File: src/rtl/posit_add_rr_sched.sv
// Round-robin front end that shares one pipelined raw posit adder among NREQ requesters.
// Optional grant counters: define POSIT_ARB_STATS_EN.
module posit_add_rr_sched #(
  parameter int NREQ       = 4,
  parameter int LATENCY    = 8,
  parameter int FIFO_DEPTH = 4,
  parameter int RW         = 40,
  parameter int SW         = 42
) (
  input  logic                 clk,
  input  logic                 reset,
  input  logic [NREQ-1:0]      req_valid,
  output logic [NREQ-1:0]      req_ready,
  input  logic [NREQ*RW-1:0]   req_in1,
  input  logic [NREQ*RW-1:0]   req_in2,
  output logic [NREQ-1:0]      rsp_valid,
  input  logic [NREQ-1:0]      rsp_ready,
  output logic [NREQ*SW-1:0]   rsp_result,
  output logic [NREQ-1:0]      rsp_truncated,
  output logic [RW-1:0]        adder_in1,
  output logic [RW-1:0]        adder_in2,
  output logic                 adder_start,
  input  logic [SW-1:0]        adder_result,
  input  logic                 adder_done,
  input  logic                 adder_truncated,
  output logic                 sched_err,
  output logic [NREQ*32-1:0]   stat_grants
);

  localparam int IW = (NREQ > 1) ? $clog2(NREQ) : 1;
  localparam int CW = $clog2(FIFO_DEPTH + 1);
  localparam int AW = (FIFO_DEPTH > 1) ? $clog2(FIFO_DEPTH) : 1;
  localparam int BW = $clog2(LATENCY + 1);

  // Handshake: requester i transfers an operand pair on any cycle where
  // req_valid[i] && req_ready[i]; consumer i takes the FIFO head on any cycle
  // where rsp_valid[i] && rsp_ready[i]. Neither side may depend on the other.
  logic [IW-1:0] ptr_q;
  logic [CW-1:0] credit_q [NREQ];
  logic [IW-1:0] issue_id_q;
  logic          tag_v_q  [LATENCY];
  logic [IW-1:0] tag_id_q [LATENCY];
  logic [BW-1:0] blank_q;
  logic [AW-1:0] wr_q  [NREQ];
  logic [AW-1:0] rd_q  [NREQ];
  logic [CW-1:0] cnt_q [NREQ];
  logic [SW:0]   mem_q [NREQ][FIFO_DEPTH];

  logic          gnt_v;
  logic [IW-1:0] gnt_id;
  logic [IW:0]   scan;
  logic          head_v;
  logic [IW-1:0] head_id;
  logic [NREQ-1:0] push;
  logic [NREQ-1:0] pop;

  assign head_v  = tag_v_q[LATENCY-1];
  assign head_id = tag_id_q[LATENCY-1];

  // Scan from the round-robin pointer; a requester needs a free credit to be eligible.
  always_comb begin
    gnt_v     = 1'b0;
    gnt_id    = '0;
    scan      = '0;
    req_ready = '0;
    for (int k = 0; k < NREQ; k++) begin
      scan = {1'b0, ptr_q} + (IW+1)'(k);
      if (scan >= (IW+1)'(NREQ)) scan = scan - (IW+1)'(NREQ);
      if (!gnt_v && req_valid[scan[IW-1:0]] && (credit_q[scan[IW-1:0]] != '0)) begin
        gnt_v  = 1'b1;
        gnt_id = scan[IW-1:0];
      end
    end
    if (reset) gnt_v = 1'b0;
    if (gnt_v) req_ready[gnt_id] = 1'b1;
  end

  always_comb begin
    push          = '0;
    pop           = '0;
    rsp_valid     = '0;
    rsp_result    = '0;
    rsp_truncated = '0;
    for (int i = 0; i < NREQ; i++) begin
      push[i]                = head_v && (head_id == IW'(i));
      rsp_valid[i]           = (cnt_q[i] != '0);
      pop[i]                 = rsp_valid[i] && rsp_ready[i];
      rsp_result[i*SW +: SW] = mem_q[i][rd_q[i]][SW-1:0];
      rsp_truncated[i]       = mem_q[i][rd_q[i]][SW];
    end
  end

  always_ff @(posedge clk) begin
    if (reset) begin
      ptr_q       <= '0;
      issue_id_q  <= '0;
      adder_start <= 1'b0;
      adder_in1   <= '0;
      adder_in2   <= '0;
      sched_err   <= 1'b0;
      blank_q     <= BW'(LATENCY);
      for (int i = 0; i < NREQ; i++) begin
        credit_q[i] <= CW'(FIFO_DEPTH);
        wr_q[i]     <= '0;
        rd_q[i]     <= '0;
        cnt_q[i]    <= '0;
      end
      for (int k = 0; k < LATENCY; k++) begin
        tag_v_q[k]  <= 1'b0;
        tag_id_q[k] <= '0;
      end
    end else begin
      adder_start <= gnt_v;
      issue_id_q  <= gnt_id;
      if (gnt_v) begin
        adder_in1 <= req_in1[gnt_id*RW +: RW];
        adder_in2 <= req_in2[gnt_id*RW +: RW];
        ptr_q     <= (gnt_id == IW'(NREQ-1)) ? '0 : gnt_id + 1'b1;
      end
      // The issue register is the first stage, so this pipe ends on the adder's result cycle.
      tag_v_q[0]  <= adder_start;
      tag_id_q[0] <= issue_id_q;
      for (int k = 1; k < LATENCY; k++) begin
        tag_v_q[k]  <= tag_v_q[k-1];
        tag_id_q[k] <= tag_id_q[k-1];
      end
      // Results from operations issued before reset are still draining out of the adder.
      if (blank_q != '0) blank_q <= blank_q - 1'b1;
      else if (head_v ^ adder_done) sched_err <= 1'b1;
      for (int i = 0; i < NREQ; i++) begin
        if (push[i]) wr_q[i] <= (wr_q[i] == AW'(FIFO_DEPTH-1)) ? '0 : wr_q[i] + 1'b1;
        if (pop[i])  rd_q[i] <= (rd_q[i] == AW'(FIFO_DEPTH-1)) ? '0 : rd_q[i] + 1'b1;
        cnt_q[i]    <= cnt_q[i] + CW'(push[i]) - CW'(pop[i]);
        credit_q[i] <= credit_q[i] + CW'(pop[i]) - CW'(req_ready[i]);
      end
    end
  end

  always_ff @(posedge clk) begin
    for (int i = 0; i < NREQ; i++) begin
      if (push[i]) mem_q[i][wr_q[i]] <= {adder_truncated, adder_result};
    end
  end

`ifdef POSIT_ARB_STATS_EN
  logic [31:0] stat_q [NREQ];

  always_ff @(posedge clk) begin
    if (reset) begin
      for (int i = 0; i < NREQ; i++) stat_q[i] <= '0;
    end else begin
      for (int i = 0; i < NREQ; i++) begin
        if (req_ready[i]) stat_q[i] <= stat_q[i] + 32'd1;
      end
    end
  end

  always_comb begin
    stat_grants = '0;
    for (int i = 0; i < NREQ; i++) stat_grants[i*32 +: 32] = stat_q[i];
  end
`else
  assign stat_grants = '0;
`endif

endmodule

File: config.mk
export PLATFORM = sky130hd
export DESIGN_NAME = posit_add_rr_sched
export DESIGN_NICKNAME = d
export VERILOG_FILES = /design/src/rtl/posit_add_rr_sched.sv
export SDC_FILE = /design/constraint.sdc
export NUM_CORES = 1
export LEC_CHECK = 0
export CAP_MARGIN = 5
export CELL_PAD_IN_SITES_DETAIL_PLACEMENT = 1
export CELL_PAD_IN_SITES_GLOBAL_PLACEMENT = 2
export CORE_ASPECT_RATIO = 1.5
export CORE_UTILIZATION = 36
export CTS_CLUSTER_DIAMETER = 120
export CTS_CLUSTER_SIZE = 14
export DETAILED_ROUTE_END_ITERATION = 12
export PLACE_DENSITY = 0.91
export SLEW_MARGIN = 0
export SYNTH_ARGS = -nofsm -noshare
export SYNTH_HDL_FRONTEND = slang
export SYNTH_SLANG_ARGS = --single-unit
File: constraint.sdc
create_clock -name clk -period 4.75 [get_ports clk]
set_input_delay 0.475 -clock clk [delete_from_list [all_inputs] [get_ports clk]]
set_output_delay 0.475 -clock clk [all_outputs]
set_load 0.05 [all_outputs]
# Yosys cells after proc, flatten, opt, wreduce, memory -nomap -nowiden
# Memory sizes are Yosys's and may differ from the RTL's.
# Cells that the tools add are included.
[totals]
n_memories = 7
ramBits = 752
regBits = 90
out_inout_bits = 390
in_bits = 374
word_cells = 288
[op_classes]
bitwise = 42
n_shift = 2
magnitude_cmp = 22
addsub = 33
eq_ne = 12
muxes = 125
mul = 1
n_reduce_logical = 37
[memory_table]
columns = ["name", "depth", "word_bits", "rd", "rd_clocked_by_memory_dff", "write_ports", "line", "rtl"]
rows = [
  ["mem_q", 4, 172, 4, 0, 1, "47", "logic [SW:0] mem_q [NREQ][FIFO_DEPTH];"],
  ["tag_id_q", 8, 2, 8, 0, 8, "42", "logic [IW-1:0] tag_id_q [LATENCY];"],
  ["cnt_q", 4, 3, 4, 0, 4, "46", "logic [CW-1:0] cnt_q [NREQ];"],
  ["credit_q", 4, 3, 8, 0, 4, "39", "logic [CW-1:0] credit_q [NREQ];"],
  ["rd_q", 4, 2, 4, 0, 4, "45", "logic [AW-1:0] rd_q [NREQ];"],
  ["tag_v_q", 8, 1, 8, 0, 8, "41", "logic tag_v_q [LATENCY];"],
  ["+1 memories", "--", "--", "--", "--", "--", "--", ""],
]
[op_table]
columns = ["operator", "n"]
rows = [
  ["two-way mux 172 bit", 10],
  ["two-way mux 43 bit", 12],
  ["OR reduction 172 bit", 3],
  ["binary-select mux 43 bit (select 2 bit)", 4],
  ["demux 43 bit (select 2 bit)", 4],
  ["variable part select 160 x 9 -> 40 bit", 2],
  ["two-way mux 2 bit", 36],
  ["two-way mux 1 bit", 45],
  [">= comparator 3 bit (second input constant)", 11],
  ["bitwise OR 1 bit", 32],
  ["adder 3 x 1 -> 3 bit", 8],
  ["two-way mux 3 bit", 8],
  ["inverter 2 -> 3 bit", 8],
  ["nonzero test 3 bit", 8],
  ["subtractor 3 x 1 -> 3 bit", 8],
  ["equality test 2 bit (second input constant)", 11],
  ["logical AND 1 bit", 20],
  ["adder 2 x 1 -> 2 bit (second input constant)", 9],
  ["less-than comparator 2 x 3 -> 1 bit (second input constant)", 5],
  ["less-than comparator 3 x 1 -> 1 bit (second input constant)", 4],
  ["binary-select mux 1 bit (select 2 bit)", 4],
  ["subtractor 2 x 1 -> 2 bit (second input constant)", 4],
  ["adder 2 x 2 -> 3 bit (second input constant)", 2],
  ["multiplier 2 x 3 -> 5 bit (second input constant)", 1],
  ["other kinds (13)", 15],
]

# Longest topological paths before layout
# Gate-level depths: netlist of the first run.
[logic_depth]
depth_word = 25
depth_mapped = 19
depth_no_buf = 16

# Worst setup path before layout of the first run
# No wires, ideal clock.
[synth_path]
path_kind = "reg-to-reg"
from = "memory credit_q[1][2] in the netlist's numbering"
to = "memory credit_q[2][2] in the netlist's numbering"
n_path_buf = 2
t_required_ps = 4633
setup_ps = 117
synth_period_minus_slack_ps = 4518
arrival_time_ps = 4401
path_slack_ps = 232
stages_incl_launch_ff = 17
cell_sequence = "dfxtp_1 o31a_1 or4_1 and4_1 buf_6 nand2_1 buf_2 nor3_1 a21o_1 nor3_1 ha_1 inv_1 ha_1 fa_1 xnor2_1 xnor2_1 nand2b_1"
[synth_rtl]
columns = ["element", "line"]
rows = [
  ["start, declared", "39"],
]

==> results of run 1 <==
## path summary, 6_finish.rpt
path              cells past startpoint        endpoint  slack [ns]            from
setup / recovery                      9   adder_in1[38]        0.78  credit_q[0][2]
hold / removal                        3   issue_id_q[1]        0.31           reset
setup reg to reg                      9   adder_in1[38]        0.78  credit_q[0][2]
hold reg to reg                       1  tag_id_q[1][4]        0.43  tag_id_q[1][2]
## placed cells by master, fill, tap and decap left out, types with 38 or more instances in the layout
| master | instances |
|---|---|
| sky130_fd_sc_hd__edfxtp_1 | 704 |
| sky130_fd_sc_hd__nor4_1 | 165 |
| sky130_fd_sc_hd__dfxtp_1 | 139 |
| sky130_fd_sc_hd__nand2_1 | 86 |
| sky130_fd_sc_hd__clkdlybuf4s50_1 | 630 |
| sky130_fd_sc_hd__nor3_1 | 408 |
| sky130_fd_sc_hd__mux2i_1 | 83 |
| sky130_fd_sc_hd__mux2_2 | 70 |
| sky130_fd_sc_hd__a21oi_1 | 165 |
| sky130_fd_sc_hd__mux4_2 | 172 |
| sky130_fd_sc_hd__o211ai_1 | 81 |
| sky130_fd_sc_hd__o21ai_0 | 159 |
| sky130_fd_sc_hd__ha_1 | 38 |
| sky130_fd_sc_hd__o32ai_1 | 80 |
| sky130_fd_sc_hd__o21ai_1 | 82 |
| sky130_fd_sc_hd__inv_1 | 42 |
| sky130_fd_sc_hd__o221a_1 | 77 |
| sky130_fd_sc_hd__conb_1 | 128 |
| sky130_fd_sc_hd__clkbuf_16 | 72 |
## cells by family (layout without fill, tap and decap cells)
group / after synthesis / in the layout
compound gates: 660 / 660
xor+xnor: 19 / 19
fa+ha+maj: 46 / 46
buf+inv: 487 / 835
flops: 844 / 844
mux: 335 / 335
other cells: 1 / 142
simple gates: 792 / 792
## state kept, by name, indices dropped and copies added, names as in the netlist, named ones only
signal	flops
adder_in1	40
adder_in2	40
adder_start	1
blank_q	4
cnt_q	12
credit_q	12
issue_id_q	2
mem_q	688
ptr_q	2
rd_q	8
sched_err	1
tag_id_q	16
tag_v_q	8
wr_q	8
## power by group through the flow
stage	registers [W]	clock network (W)	logic [W]
after floorplan	0.00974	0	0.0106
after global placement	0.00896	0	0.0157
after detailed placement	0.00897	0	0.0160
after CTS	0.00882	0.00587	0.0161
after global routing	0.00887	0.00604	0.0171
final	0.00882	0.00572	0.0161
## routing by layer
metal,part of all wire,track usage
met5,0.0027,0
met4,0.030,0.0825
met3,0.091,0.0734
met2,0.51,0.421
met1,0.37,0.269
## area by class of cell
cell class	instances	area share
antenna	14	0.000692
clock buffer	99	0.0378
clock inverter	10	0.00386
inverter	44	0.00339
multi-input combinational	1980	0.306
sequential	844	0.473
tap	1540	0.0381
timing repair buffer	682	0.137
## stage by stage
step | setup WS [ns] | std cells | total power (W) | cell area (sq um) | util
6_report | 0.778 | 5213 | 0.0306 | 50600 | 0.443
5_1_grt | 0.534 | 5211 | 0.0320 | 50600 | 0.443
4_1_cts | 0.903 | 5199 | 0.0308 | 50600 | 0.443
3_5_place_dp | 0.650 | 5090 | 0.0249 | 48500 | 0.424
3_3_place_gp | 0.727 | 5090 | 0.0247 | 48500 | 0.424
2_1_floorplan | 0.232 | 3311 | 0.0204 | 41900 | -
## critical path, stage by stage, from the launching register on
cell	delay, ns
sky130_fd_sc_hd__dfxtp_1	0.36
sky130_fd_sc_hd__o31ai_1	0.54
sky130_fd_sc_hd__nand3_1	0.27
sky130_fd_sc_hd__o31ai_4	0.14
sky130_fd_sc_hd__buf_4	0.82
sky130_fd_sc_hd__buf_4	0.94
sky130_fd_sc_hd__nor4_1	0.09
sky130_fd_sc_hd__nor3_1	0.20
sky130_fd_sc_hd__o32ai_1	0.14
sky130_fd_sc_hd__o21ai_1	0.16
==> impl_summary.txt, run 1 <==
----------------------------------------------------
[Outcome]
  Status ... finished clean

[Floorplanning]
  Core ar. ... 114000 sq um
  Effective utilization at floorplan ... 0.362
  Die Footprint ... 116000 sq um
  # IOs ... 764
  Floorplan die width ... 279 um
  Chip Height ... 417 um
  Number of core rows ... 152

[STA]
  Post-route minimum period ... 3.97 ns
  Worst-Margin Slew ... 1.17 ns
  Final hold violation count ... 0
  Crit share post-route ... 0.836
  Number of max-slew violations in the final report ... 0
  Max transition margin ... 0.220
  Setup_tns ... 0 ns
  Hold slack final ... 0.312 ns
  Setup violation total in the final timing report ... 0
  Max Fclk ... 252 MHz
  Unrepaired setup endpoints after global routing ... false
  Worst clock skew on the final layout ... 0.0298 ns

[Power and ir drop]
  Part of the power in combinational logic ... 0.525
  Total internal power ... 0.0170 W
  Switching pwr ... 0.0136 W
  Maximum ir drop on the vdd rail ... 0.514 mV
  Power share of the clock group ... 0.187
  Leakage power of the design ... 16.1 nW
  Power density over cell area ... 605 nW/um^2
  Sequential fraction of design power ... 0.288
  Net Sw Frac ... 0.445

[Clocking]
  CTS sink count ... 844
  Root Buffer ... sky130_fd_sc_hd__clkbuf_16
  TritonCTS Buffers ... 71
  Hold bufs inserted after CTS ... 0
  Clock latency of the later-clocked register in the worst-skew pair ... 0.66 ns
  Resized cells post-CTS ... 0
  Reg clk slew, reported paths ... 0.07 ns
  Buffers inserted during post-CTS setup optimization ... 0
  Clk buf depth ... 3
  H-tree levels ... 3
  Clock tree from TritonCTS ... yes

[Logic synthesis]
  Post-synth top cells ... 704 x sky130_fd_sc_hd__edfxtp_1, 408 x sky130_fd_sc_hd__nor3_1, 212 x sky130_fd_sc_hd__clkbuf_1
  Multiplexer share of the synthesized area ... 0.135
  Leading cell type by number of instances after synthesis ... sky130_fd_sc_hd__edfxtp_1
  Fraction of synthesized cell area taken by the top area cell type ... 0.510
  Synthesis Warnings ... 0
  Main combinational cell family by area after synthesis ... multiplexers
  Cells after Synth ... 3184
  Post-Synth XOR/XNOR Area ... 0.00402
  Share of the synthesized area in compound gates (AO/OA/AOI/OAI) ... 0.105
  Portion of the post-synthesis area used by sequential elements ... 0.578
  FFs w/ async S/R, synth ... 0
  Leading post-synthesis cells by cell area ... sky130_fd_sc_hd__edfxtp_1 51%, sky130_fd_sc_hd__mux4_2 9.4%, sky130_fd_sc_hd__dfxtp_1 6.8%
  Number of enable-type register cells in the synthesized netlist ... 704
  Main flop type after synthesis ... sky130_fd_sc_hd__edfxtp_1
  Number of distinct library cells after synthesis ... 53
  Syn avg cell area ... 13.0 sq um
  Basic-gate share of the synthesized area counting and, or, nand and nor cells ... 0.101
  Summed instance area of the synthesized netlist ... 41400 sq um
  Cell type with the largest total area after synthesis ... sky130_fd_sc_hd__edfxtp_1
  Post-synthesis register bit count ... 844
  Adder and majority gate portion of the synthesized area ... 0.0153

[Global routing]
  GRT Total Usage ... 0.238
  Via count of the first global-routing pass ... 31683
  Pin count of the biggest net entering global routing ... 211
  Remaining global-route overflow ... 0
  Global-route wire length before repair ... 209 mm
  Initial antenna violation count ... 41

[Placed design]
  Placer's final routability congestion estimate ... 0.800
  Hpwl dp ... 85.6 mm
  Port bufs ... 635

[Final layout]
  Share of cells above drive strength 1 ... 0.112
  Fill cells ... 11810
  Layout Area Growth over Synthesis ... 22.2%
  Area used by multi-input combinational logic ... 15500 sq um
  Final layout net count ... 4043
  Register cell area after layout ... 23900 sq um

[Drt]
  Final WL ... 143 mm
  Via count ... 30460
  Total iterations of the first detailed-routing run ... 5
  WL per Instance ... 27.3 um
  Drt via density ... 5.84
  Count of nets left with antenna violations after detail routing ... 0
  1st-iter DRT viols ... 2405
  DRC Markers ... 0

[Worst setup path]
  Highest net fanout along the worst path ... 82
  Crit start category ... flop
  Crit end category ... flop
  Worst EP required ... 5.33 ns
  Type of the setup path with the least slack ... reg2reg
  Arrival time of data at the critical path endpoint ... 4.55 ns

[Run]
  Count of maximum capacitance violations ... 0

[Min path]
  Tightest Hold Check Type ... in2reg

----------------------------------------------------
No activity file was read; power rests on OpenSTA's default activity.
==> run 2, diff against run 1 <==
--- a/config.mk
+++ b/config.mk
@@ -9,11 +9,11 @@
 export CELL_PAD_IN_SITES_DETAIL_PLACEMENT = 1
 export CELL_PAD_IN_SITES_GLOBAL_PLACEMENT = 2
 export CORE_ASPECT_RATIO = 1.5
-export CORE_UTILIZATION = 36
+export CORE_UTILIZATION = 32
 export CTS_CLUSTER_DIAMETER = 120
 export CTS_CLUSTER_SIZE = 14
 export DETAILED_ROUTE_END_ITERATION = 12
-export PLACE_DENSITY = 0.91
+export PLACE_DENSITY = 0.86
 export SLEW_MARGIN = 0
 export SYNTH_ARGS = -nofsm -noshare
 export SYNTH_HDL_FRONTEND = slang
==> constraint.sdc (replaced) <==
create_clock -name clk -period 3.3 [get_ports clk]
set_input_delay 0.33 -clock clk [delete_from_list [all_inputs] [get_ports clk]]
set_output_delay 0.33 -clock clk [all_outputs]
set_load 0.05 [all_outputs]
==> run 2 against run 1 <==
Effect of this change: clock-buffer cell count fell by 8; sequential cell count did not move; register-to-register slack got worse by 0.67 ns; via count fell by 0.47%; sequential share of layout area fell by 1.2 points; global-route usage fell by 2.7 points; largest power group unchanged.
==> impl_summary.txt, run 2 (synthesis gave the netlist of run 1 again) <==
----------------------------------------------------
[STA]
  Setup_tns ... 0 ns (unchanged)
  Worst-Margin Slew ... 1.03 ns (-0.135 ns)
  Final hold violation count ... 0 (unchanged)
  Number of max-slew violations in the final report ... 0 (unchanged)
  Crit share post-route ... 0.981
  Setup violation total in the final timing report ... 0 (unchanged)
  Max Fclk ... 309 MHz
  Max transition margin ... 0.310 (+0.0898)
  Worst clock skew on the final layout ... 0.0272 ns (-0.00267 ns)
  Unrepaired setup endpoints after global routing ... true
  Post-route minimum period ... 3.24 ns

[Final layout]
  Area used by multi-input combinational logic ... 15600 sq um (+0.86%)
  Most used cells in the layout excluding fill and tap cells ... 704 x sky130_fd_sc_hd__edfxtp_1, 613 x sky130_fd_sc_hd__clkdlybuf4s50_1, 404 x sky130_fd_sc_hd__nor3_1
  Post-route insts no fill ... 5466 (+4.9%)
  Final core occ ... 0.404 (-0.0384)
  Most common cell after layout, fill and taps aside ... sky130_fd_sc_hd__edfxtp_1
  Final layout net count ... 4127 (+2.1%)
  Share of cells above drive strength 1 ... 0.140 (+0.0277)
  Fill cells ... 13532 (+15%)
  Register cell area after layout ... 24000 sq um (about the same)
  Max FFs per register ... 688 (unchanged)
  Layout Area Growth over Synthesis ... 25.3%

[Clocking]
  TritonCTS Buffers ... 71 (unchanged)
  CTS sink count ... 844 (unchanged)
  Clock tree from TritonCTS ... yes
  H-tree levels ... 3 (unchanged)
  Root Buffer ... sky130_fd_sc_hd__clkbuf_16
  Clk buf depth ... 3 (unchanged)
  Reg clk slew, reported paths ... 0.09 ns (+0.02 ns)
  Clock latency of the later-clocked register in the worst-skew pair ... 0.70 ns (+0.04 ns)

[Power and ir drop]
  Switching pwr ... 0.0199 W (+46%)
  Leakage power of the design ... 16.7 nW (+3.6%)
  Power density over cell area ... 865 nW/um^2 (+43%)
  PnR Total Power ... 0.0449 W (+47%)
  Power share of the clock group ... 0.182 (-0.005)
  Maximum ir drop on the vdd rail ... 0.932 mV (+81%)
  Net Sw Frac ... 0.443 (-0.00228)
  Sequential fraction of design power ... 0.282 (-0.006)
  Total internal power ... 0.0250 W (+47%)
  Part of the power in combinational logic ... 0.536 (+0.011)

[Worst setup path]
  Highest-delay cell along the critical path ... sky130_fd_sc_hd__or4_4
  Highest net fanout along the worst path ... 3 (-96%)
  Most numerous cell on the critical path ... sky130_fd_sc_hd__buf_6
  Worst R2R Start ... credit_q[1][1]
  Worst EP required ... 2.97 ns (-2.36 ns)
  Delay of the slowest cell on the worst path ... 0.49 ns (-0.45 ns)
  Crit end category ... output port
  Arrival time of data at the critical path endpoint ... 2.91 ns (-1.64 ns)
  Worst-path cell chain ... o31a_1 -> or4_4 -> and4_4 -> nand2_4 -> nor3_2 -> a21o_4 -> buf_6 -> nor3_4 -> buf_6 -> buf_12
  Crit start category ... flop
  CP Launch Point ... credit_q[1][1]
  Type of the setup path with the least slack ... reg2out

[Drt]
  WL per Instance ... 26.0 um (-4.9%)
  Via count ... 30318 (-0.47%)
  DRC Markers ... 0 (unchanged)
  Final WL ... 142 mm (-0.25%)
  Total iterations of the first detailed-routing run ... 5 (unchanged)
  1st-iter DRT viols ... 2105 (-12%)
  Drt via density ... 5.55 (-5.1%)
  Count of nets left with antenna violations after detail routing ... 0 (unchanged)

[Global routing]
  Global-route wire length before repair ... 208 mm (-0.22%)
  Pin count of the biggest net entering global routing ... 220 (+4.3%)
  GRT Total Usage ... 0.211 (-0.0265)
  Via count of the first global-routing pass ... 31861 (+0.56%)
  Initial antenna violation count ... 38 (-7.3%)
  Remaining global-route overflow ... 0 (unchanged)

[Min path]
  Worst Hold Launch ... reset
  Tightest Hold Check Type ... in2reg

[Floorplanning]
  # IOs ... 764 (unchanged)
  Chip Height ... 443 um (+6.0%)
  Core ar. ... 128000 sq um (+12%)
  Effective utilization at floorplan ... 0.323 (-0.0396)
  Floorplan die width ... 296 um (+6.0%)
  Number of core rows ... 161 (+5.9%)
  Die Footprint ... 131000 sq um (+12%)

[Placed design]
  Port bufs ... 635 (unchanged)
  Hpwl dp ... 92.5 mm (+8.0%)
  Placed Cells ... 5341 (+4.9%)
  Placer's final routability congestion estimate ... 0.804 (+0.56%)

[Run]
  Count of maximum capacitance violations ... 0 (unchanged)

[Outcome]
  Status ... finished clean

----------------------------------------------------
run 2: cell type report:
| class | count | area share |
|---|---|---|
| Tap cell | 1711 | 0.0413 |
| Sequential cell | 844 | 0.462 |
| Inverter | 44 | 0.00330 |
| Timing Repair Buffer | 766 | 0.151 |
| Antenna cell | 20 | 0.000964 |
| Multi-Input combinational cell | 1980 | 0.301 |
| Clock inverter | 10 | 0.00456 |
| Clock buffer | 91 | 0.0359 |
run 2: routing by layer:
metal,up-vias,GRT usage,share of wire
li1,13418,-,-
met1,15464,0.234,0.36
met2,1145,0.376,0.51
met3,255,0.0623,0.089
met4,36,0.0794,0.033
met5,-,0,0.0016
run 2: what timing repair did:
item | 4_1_cts | 5_1_grt
pin swaps | 3 | 6
buffers inserted | 3 | 1
setup endpoints to repair | 14 | 19
hold buffers | 0 | 0
cloned | 0 | 0
resized for setup | 14 | 15
run 2: per-stage QoR:
| step | hold slack [ns] | setup slack (ns) | instance area [sq um] |
|---|---|---|---|
| after floorplan | 0.414 | -0.365 | 42000 |
| after global routing | 0.140 | -0.0400 | 51900 |
| after global placement | 0.416 | -0.229 | 49600 |
| after CTS | 0.0789 | -0.0469 | 51800 |
| final | 0.140 | 0.0642 | 51900 |
| after detailed placement | 0.424 | -0.236 | 49600 |
run 2: worst max-delay path: cells and delay by family (launching register included):
kind | cells | cell delay (ns)
AND/OR/NAND/NOR | 5 | 0.98
AO/OA/AOI/OAI | 2 | 0.49
buffers and inverters | 3 | 0.41
flip-flops | 1 | 0.33
run 2: worst paths after layout:
check | end | slack (ns) | cells after the start
worst max-delay path | req_ready[2] | 0.06 | 10
worst min-delay path | issue_id_q[1] | 0.14 | 4
worst max register to register | credit_q[1][2] | 0.11 | 15
worst min register to register | tag_v_q[1][2] | 0.43 | 1
run 2: power groups by stage:
stage / Clock, W / Combinational, W / Sequential, W
after floorplan: 0 / 0.0154 / 0.0140
after global placement: 0 / 0.0235 / 0.0129
after detailed placement: 0 / 0.0240 / 0.0129
after CTS: 0.00842 / 0.0241 / 0.0127
after global routing: 0.00863 / 0.0257 / 0.0127
final: 0.00817 / 0.0241 / 0.0127
